===== config.mk =====
export PLATFORM = sky130hd
export DESIGN_NAME = card_dealer_flat
export DESIGN_NICKNAME = d
export VERILOG_FILES = /design/src/rtl/card_dealer_if.sv /design/src/rtl/card_dealer.sv /design/src/flat_wrapper.sv
export SDC_FILE = /design/constraint.sdc
export NUM_CORES = 1
export LEC_CHECK = 0
export BUFFER_PORTS_ARGS = -buffer_cell sky130_fd_sc_hd__buf_2
export CAP_MARGIN = 20
export CORE_ASPECT_RATIO = 1.75
export CORE_MARGIN = 4
export CORE_UTILIZATION = 50
export DETAILED_ROUTE_END_ITERATION = 8
export PLACE_DENSITY = 0.72
export SLEW_MARGIN = 20
export SYNTH_ARGS = -nofsm -noshare
export SYNTH_HDL_FRONTEND = slang
export SYNTH_SLANG_ARGS = --single-unit

===== constraint.sdc =====
create_clock -name clk -period 4.3 [get_ports clk]
set_clock_uncertainty 0.05 [all_clocks]
set_input_delay 0.215 -clock clk [delete_from_list [all_inputs] [get_ports clk]]
set_output_delay 0.215 -clock clk [all_outputs]
set_load 0.02 [all_outputs]

===== src/rtl/card_dealer_if.sv =====
// Card-slot bundle shared between the round sequencer and the hand-value calculator.
// Each slot holds a 4-bit card code. A value of 0 marks an empty slot.
interface SM_if #(
    parameter int N = 9
);
    logic [3:0] player_card_values [0:N-1];
    logic [3:0] dealer_card_values [0:N-1];

    modport out (output player_card_values, output dealer_card_values);
    modport in  (input  player_card_values, input  dealer_card_values);
endinterface


===== src/rtl/card_dealer.sv =====
// card_dealer: blackjack round sequencer.
// It deals P,D,P,D from a valid/ready card source, serves player hit/stand
// requests, and draws for the dealer until the calculator total reaches
// STOP_AT. The totals come back from the calculator as registered values.
// That latency is why each CHECK state sits behind a one-cycle SETTLE state.
module card_dealer #(
    parameter int STOP_AT   = 17,
    parameter int MAX_CARDS = 9
) (
    input  logic       clk,
    input  logic       rst,
    input  logic       start,
    input  logic       hit,
    input  logic       stand,
    input  logic [3:0] card_in,
    input  logic       card_valid,
    output logic       card_ready,
    input  logic [4:0] total_players_value,
    input  logic [4:0] total_dealer_value,
    SM_if.out          card_if,
    output logic [3:0] player_cnt,
    output logic [3:0] dealer_cnt,
    output logic       player_turn,
    output logic       busy,
    output logic       player_bust,
    output logic       dealer_bust,
    output logic       round_done
);

    localparam logic [3:0] MAX_V      = 4'(MAX_CARDS);
    localparam logic [4:0] STOP_V     = 5'(STOP_AT);
    localparam logic [4:0] BUST_LIMIT = 5'd21;

    typedef enum logic [3:0] {
        S_IDLE,
        S_DEAL,
        S_PLAYER,
        S_P_DRAW,
        S_P_SETTLE,
        S_P_CHECK,
        S_D_SETTLE,
        S_D_CHECK,
        S_D_DRAW,
        S_DONE
    } state_t;

    state_t     state_q, state_d;
    logic [3:0] p_slot_q [0:MAX_CARDS-1];
    logic [3:0] p_slot_d [0:MAX_CARDS-1];
    logic [3:0] d_slot_q [0:MAX_CARDS-1];
    logic [3:0] d_slot_d [0:MAX_CARDS-1];
    logic [3:0] player_cnt_q, player_cnt_d;
    logic [3:0] dealer_cnt_q, dealer_cnt_d;
    logic       player_bust_q, player_bust_d;
    logic       dealer_bust_q, dealer_bust_d;
    logic       round_done_q, round_done_d;

    // Per-cycle strobes used inside the next-state logic.
    logic       code_ok;
    logic       card_take;
    logic       p_wr;
    logic       d_wr;

    // Codes 0, 14 and 15 are still handshaken, but they are thrown away.
    assign code_ok    = (card_in >= 4'd1) && (card_in <= 4'd13);
    assign card_ready = (state_q == S_DEAL) || (state_q == S_P_DRAW) || (state_q == S_D_DRAW);
    assign card_take  = card_valid && card_ready && code_ok;

    // Next-state, slot-write and flag logic for the round sequencer.
    always_comb begin
        state_d       = state_q;
        p_slot_d      = p_slot_q;
        d_slot_d      = d_slot_q;
        player_cnt_d  = player_cnt_q;
        dealer_cnt_d  = dealer_cnt_q;
        player_bust_d = player_bust_q;
        dealer_bust_d = dealer_bust_q;
        p_wr          = 1'b0;
        d_wr          = 1'b0;

        case (state_q)
            S_IDLE, S_DONE: begin
                if (start) begin
                    state_d = S_DEAL;
                    for (int i = 0; i < MAX_CARDS; i++) begin
                        p_slot_d[i] = 4'd0;
                        d_slot_d[i] = 4'd0;
                    end
                    player_cnt_d  = 4'd0;
                    dealer_cnt_d  = 4'd0;
                    player_bust_d = 1'b0;
                    dealer_bust_d = 1'b0;
                end
            end
            S_DEAL: begin
                // When the counts are equal the player is owed the next card.
                // Otherwise the dealer is owed it.
                if (card_take) begin
                    if (player_cnt_q == dealer_cnt_q) begin
                        p_wr = 1'b1;
                    end else begin
                        d_wr = 1'b1;
                        if (dealer_cnt_q == 4'd1) begin
                            state_d = S_PLAYER;
                        end
                    end
                end
            end
            S_PLAYER: begin
                if (hit) begin
                    state_d = (player_cnt_q < MAX_V) ? S_P_DRAW : S_D_SETTLE;
                end else if (stand) begin
                    state_d = S_D_SETTLE;
                end
            end
            S_P_DRAW: begin
                if (card_take) begin
                    p_wr    = 1'b1;
                    state_d = S_P_SETTLE;
                end
            end
            S_P_SETTLE: state_d = S_P_CHECK;
            S_P_CHECK: begin
                if (total_players_value > BUST_LIMIT) begin
                    player_bust_d = 1'b1;
                    state_d       = S_DONE;
                end else begin
                    state_d = S_PLAYER;
                end
            end
            S_D_SETTLE: state_d = S_D_CHECK;
            S_D_CHECK: begin
                if (total_dealer_value >= STOP_V) begin
                    state_d = S_DONE;
                    if (total_dealer_value > BUST_LIMIT) begin
                        dealer_bust_d = 1'b1;
                    end
                end else if (dealer_cnt_q >= MAX_V) begin
                    state_d = S_DONE;
                end else begin
                    state_d = S_D_DRAW;
                end
            end
            S_D_DRAW: begin
                if (card_take) begin
                    d_wr    = 1'b1;
                    state_d = S_D_SETTLE;
                end
            end
            default: state_d = S_IDLE;
        endcase

        // Write into the slot indexed by the current count.
        // A full hand has no matching slot, so both the slot write and the count saturate.
        for (int i = 0; i < MAX_CARDS; i++) begin
            if (p_wr && (player_cnt_q == 4'(i))) begin
                p_slot_d[i] = card_in;
            end
            if (d_wr && (dealer_cnt_q == 4'(i))) begin
                d_slot_d[i] = card_in;
            end
        end
        if (p_wr && (player_cnt_q < MAX_V)) begin
            player_cnt_d = player_cnt_q + 4'd1;
        end
        if (d_wr && (dealer_cnt_q < MAX_V)) begin
            dealer_cnt_d = dealer_cnt_q + 4'd1;
        end

        round_done_d = (state_d == S_DONE) && (state_q != S_DONE);
    end

    // State, slot and flag registers. The active-low reset clears everything immediately.
    always_ff @(posedge clk or negedge rst) begin
        if (!rst) begin
            state_q <= S_IDLE;
            for (int i = 0; i < MAX_CARDS; i++) begin
                p_slot_q[i] <= 4'd0;
                d_slot_q[i] <= 4'd0;
            end
            player_cnt_q  <= 4'd0;
            dealer_cnt_q  <= 4'd0;
            player_bust_q <= 1'b0;
            dealer_bust_q <= 1'b0;
            round_done_q  <= 1'b0;
        end else begin
            state_q       <= state_d;
            p_slot_q      <= p_slot_d;
            d_slot_q      <= d_slot_d;
            player_cnt_q  <= player_cnt_d;
            dealer_cnt_q  <= dealer_cnt_d;
            player_bust_q <= player_bust_d;
            dealer_bust_q <= dealer_bust_d;
            round_done_q  <= round_done_d;
        end
    end

    // Expose the slot registers to the calculator through the interface.
    generate
        for (genvar gi = 0; gi < MAX_CARDS; gi++) begin : g_slot
            assign card_if.player_card_values[gi] = p_slot_q[gi];
            assign card_if.dealer_card_values[gi] = d_slot_q[gi];
        end
    endgenerate

    assign player_cnt  = player_cnt_q;
    assign dealer_cnt  = dealer_cnt_q;
    assign player_turn = (state_q == S_PLAYER);
    assign busy        = (state_q != S_IDLE) && (state_q != S_DONE);
    assign player_bust = player_bust_q;
    assign dealer_bust = dealer_bust_q;
    assign round_done  = round_done_q;

endmodule


===== src/flat_wrapper.sv =====
// flat-port wrapper written by rule: the top's interface ports become plain ports
module card_dealer_flat 
#(
    parameter int STOP_AT   = 17,
    parameter int MAX_CARDS = 9
)
  (clk, rst, start, hit, stand, card_in, card_valid, card_ready, total_players_value, total_dealer_value, player_cnt, dealer_cnt, player_turn, busy, player_bust, dealer_bust, round_done, card_if_player_card_values, card_if_dealer_card_values);
  SM_if card_if_i ();
  input  logic clk;
  input  logic rst;
  input  logic start;
  input  logic hit;
  input  logic stand;
  input  logic [3:0] card_in;
  input  logic card_valid;
  output logic card_ready;
  input  logic [4:0] total_players_value;
  input  logic [4:0] total_dealer_value;
  output logic [3:0] player_cnt;
  output logic [3:0] dealer_cnt;
  output logic player_turn;
  output logic busy;
  output logic player_bust;
  output logic dealer_bust;
  output logic round_done;
  output wire logic [$bits(card_if_i.player_card_values)-1:0] card_if_player_card_values;
  output wire logic [$bits(card_if_i.dealer_card_values)-1:0] card_if_dealer_card_values;
  assign card_if_player_card_values = {>>{card_if_i.player_card_values}};
  assign card_if_dealer_card_values = {>>{card_if_i.dealer_card_values}};
  card_dealer #(.STOP_AT(STOP_AT), .MAX_CARDS(MAX_CARDS)) u_core (.clk(clk), .rst(rst), .start(start), .hit(hit), .stand(stand), .card_in(card_in), .card_valid(card_valid), .card_ready(card_ready), .total_players_value(total_players_value), .total_dealer_value(total_dealer_value), .card_if(card_if_i), .player_cnt(player_cnt), .dealer_cnt(dealer_cnt), .player_turn(player_turn), .busy(busy), .player_bust(player_bust), .dealer_bust(dealer_bust), .round_done(round_done));
endmodule

==> results.yml <==
grt:
  grt_util_all_layers_pct: 21.7
  grt.met2_usage_pct: 35.7
  grt_pass1_wl_um: 17800
  met1_capacity_usage_during_global_routing_pct: 26.9
  most_used_routing_layer_in_global_routing: "met2"
  number_of_global_route_vias_before_repair: 3515
  antenna_found_initial: 0
  globalRoute.totalOverflow: 0
  groute.layer.met3.usage_pct: 4.79
  grt_max_degree: 55
die:
  core_mm2: 0.00842
  initial_core_util_pct: 51.7
  io-pin-count: 106
  fp.dieArea_mm2: 0.0103
  floorplan.die.height_um: 131
  rows: 44
  die_w_um: 78.5
critical_path:
  worstSetupEndpointType: "flip-flop"
  setup.reg_to_reg.worst_slack_ns: 1.59
  crit_path_start: "u_core.state_q[3]$_DFF_PN0_"
  path_delay_family: "simple AND/OR/NAND/NOR gates"
  worstSetupPathDepth: 5
  critical_path.max_fanout: 43
  worst-endpoint-required_ns: 4.48
  crit_path_end: "u_core.player_cnt[2]$_DFFE_PN0P_"
  largest_stage_delay_worst_path_ns: 0.56
  critical_path_arrival_ns: 2.90
  worstSetupStartpointType: "flip-flop"
  worstRegToRegCells: 5
  startpoint_of_the_most_critical_register_to_register_path: "u_core.state_q[3]$_DFF_PN0_"
  critical_path_buf_inv_count: 1
  worstPathCellList: "nor2b_1 -> nor4_1 -> nand2_2 -> buf_4 -> a31o_2"
  capture_point_of_the_worst_reg_to_reg_path: "u_core.player_cnt[2]$_DFFE_PN0P_"
  timing_worst_setup_path_type: "reg -> reg"
  cpMaxStageDelayCell: "nand2_2"
sta:
  hold_viol: 0
  worst_pin_slew_ns: 0.765
  worst_slack_ns: 1.59
  fin_crit_ns: 2.71
  final_number_of_max_transition_violations: 0
  timing.fmax_mhz: 369
  maxSlewHeadroom_pct: 48.8
  layout_worst_path_cycle_share_pct: 63.1
  setup_tns_ns: 0
  rsz_0062_raised_after_global_routing: "no"
  setup_viol: 0
detailed_routing:
  drt_drc_violations_left: 0
  routed_wl_um: 10600
  drtIter0Drc: 205
  wire_per_inst_um: 16.8
  viasPerCell: 5.37
  drt_pre_antenna_iters: 4
  detailroute.via_count: 3391
  ant_nets: 0
clocking:
  insertion_delay_ns: 0.34
  clk_path_buf_depth: 2
  clock_tree.root_cell: "clkbuf_16"
  cts_setup_buffers: 0
  tritoncts.num_buffers: 9
  htree_num_levels: 3
  tritoncts: "yes"
  path_clk_slew_ns: 0.06
  post_cts.resized_instances: 0
  clk_sink_count: 87
placement:
  dpl-instance-area_mm2: 0.00486
  place.detailed.hpwl_um: 7530
  gp_congestion: 0.817
  port_buffers: 104
  preCtsSetupSlack_ns: 1.69
synthesis:
  postSynthCellCount: 423
  mappedNetlistArea_mm2: 0.00435
  asyncSetResetFlopFracSynth_pct: 100
  postSynthAreaPerCell_um2: 10.3
  yosys_most_used_dff: "dfrtp_1"
  synth.distinct_cells: 51
  synth_fp_nets: 452
  ys.warnings.count: 0
  ys_ff_latch: 87
  synth_seq_area_share_pct: 50.0
  synth_enable_flop_cells: 0
finish:
  share_of_layout_cells_above_drive_strength_1_pct: 28.1
  layout.core_utilization_pct: 61.1
  final_area_mm2: 0.00515
  antenna_cells: 0
  area_delta_synth_final_pct: 18.3
  final_net_count: 541
run_status:
  result_of_the_run: "completed"
power:
  ir_worst_vdd_v: 0.000295
  leakage_power_nw: 2.66
  powerDensity_mw_per_mm2: 562
run:
  cap_violations: 0
hold_path:
  min-delay-path-class: "in -> reg"
where the power goes:
| group | total (mW) | switching, mW | internal [mW] | leakage, nW |
|---|---|---|---|---|
| combinational | 1.03 | 0.681 | 0.351 | 1.32 |
| sequential | 1.12 | 0.159 | 0.963 | 1.20 |
| clock | 0.742 | 0.321 | 0.422 | 0.138 |
synthesized netlist by cell type, types with 3 or more instances:
cell	count	area share, %
or2b_2	4	0.80
nor4_1	3	0.43
nor4b_1	3	0.60
a31oi_1	4	0.57
nor2_1	7	0.60
o21ai_0	28	3.2
clkbuf_1	15	1.3
nor4b_2	3	1.0
dlygate4sd1_1	6	1.2
xor2_1	4	0.80
buf_6	4	1.0
dfrtp_1	87	50
ha_1	9	2.6
a21oi_1	6	0.69
nor2_4	4	1.0
nor2b_1	5	0.72
nand3_1	9	1.0
inv_1	15	1.3
mux2i_1	53	12
nand2b_1	4	0.57
nand2_1	105	9.1
and3_1	6	0.86
a31o_2	4	0.80
per-layer routing:
metal	vias up	part of all wire, %	wire [um]
met5	-	0	0
met4	0	3.0	316
met3	24	4.5	477
met2	100	53	5600
met1	1654	40	4240
li1	1613	-	-
layout make-up:
type	instances	area [um^2]
Fill cell	778	3270
Sequential cell	87	2180
Multi-Input combinational cell	292	1940
Timing Repair Buffer	107	548
Clock buffer	11	253
Tap cell	115	144
Inverter	15	56.3
Clock inverter	4	30.0
cell families after synthesis:
group | Yosys count | share of synthesized area (%)
adders and majority gates | 9 | 2.59
DFF | 87 | 50.0
xor gates and xnor gates | 4 | 0.805
buffers and inverters | 44 | 5.41
and+or+nand+nor | 170 | 20.6
AOI/OAI and AO/OA | 56 | 8.37
muxes | 53 | 12.2
worst min path at each step:
stage	start	to	depth (start not counted)
2_1_floorplan	rst	u_core.card_if.dealer_card_values[0]$_DFFE_PN0P_	0
3_3_place_gp	rst	u_core.card_if.player_card_values[12]$_DFFE_PN0P_	1
3_5_place_dp	rst	u_core.card_if.player_card_values[13]$_DFFE_PN0P_	1
4_1_cts	total_dealer_value[4]	u_core.dealer_bust$_DFFE_PN0P_	3
5_1_grt	total_dealer_value[4]	u_core.dealer_bust$_DFFE_PN0P_	3
6_report	total_dealer_value[4]	u_core.dealer_bust$_DFFE_PN0P_	3
cell usage in the layout (no fill, tap or decap), types with 2 or more instances in the layout:
master       n
ha_1         9
buf_2      103
dfrtp_1     87
a31oi_1      4
nand2b_1     4
nand3_1      9
clkbuf_8     2
buf_4        3
inv_1       15
o21ai_0     28
and3_1       6
nand2_1    104
nor2_4       4
a41oi_1      2
nor2b_1      5
nor3_1       2
nor4b_2      3
a21o_1       2
o221ai_1     2
clkbuf_16    9
nor2_1       7
nand4_1      2
nor4b_1      3
nor4_1       3
nor3b_1      2
a21oi_1      6
or2b_2       4
xor2_1       4
mux2i_1     53
a31o_2       4
metrics by stage:
stage | hold WS [ns] | cells | power (mW)
detailed placement | 0.146 | 615 | 2.17
global route | 0.147 | 631 | 3.07
CTS | 0.121 | 631 | 2.91
finish | 0.124 | 631 | 2.90
global placement | 0.141 | 615 | 2.14
floorplan | -0.131 | 423 | 1.87
worst min-delay path: stages:
cell	delay, ns
buf_2	0.11
nand4_1	0.07
o21ai_0	0.07
registers in the layout (all words and copies together), names as in the netlist:
register	count
u_core.player_bust	1
u_core.dealer_cnt	4
u_core.player_cnt	4
u_core.card_if.player_card_values	36
u_core.state_q	4
u_core.dealer_bust	1
u_core.round_done	1
u_core.card_if.dealer_card_values	36
what timing repair did:
action,4_1_cts,5_1_grt
endpoints found under the hold margin,33,0
hold buffers,1,0
endpoints found under the setup margin,0,0
(Power assumes the default switching activity.)
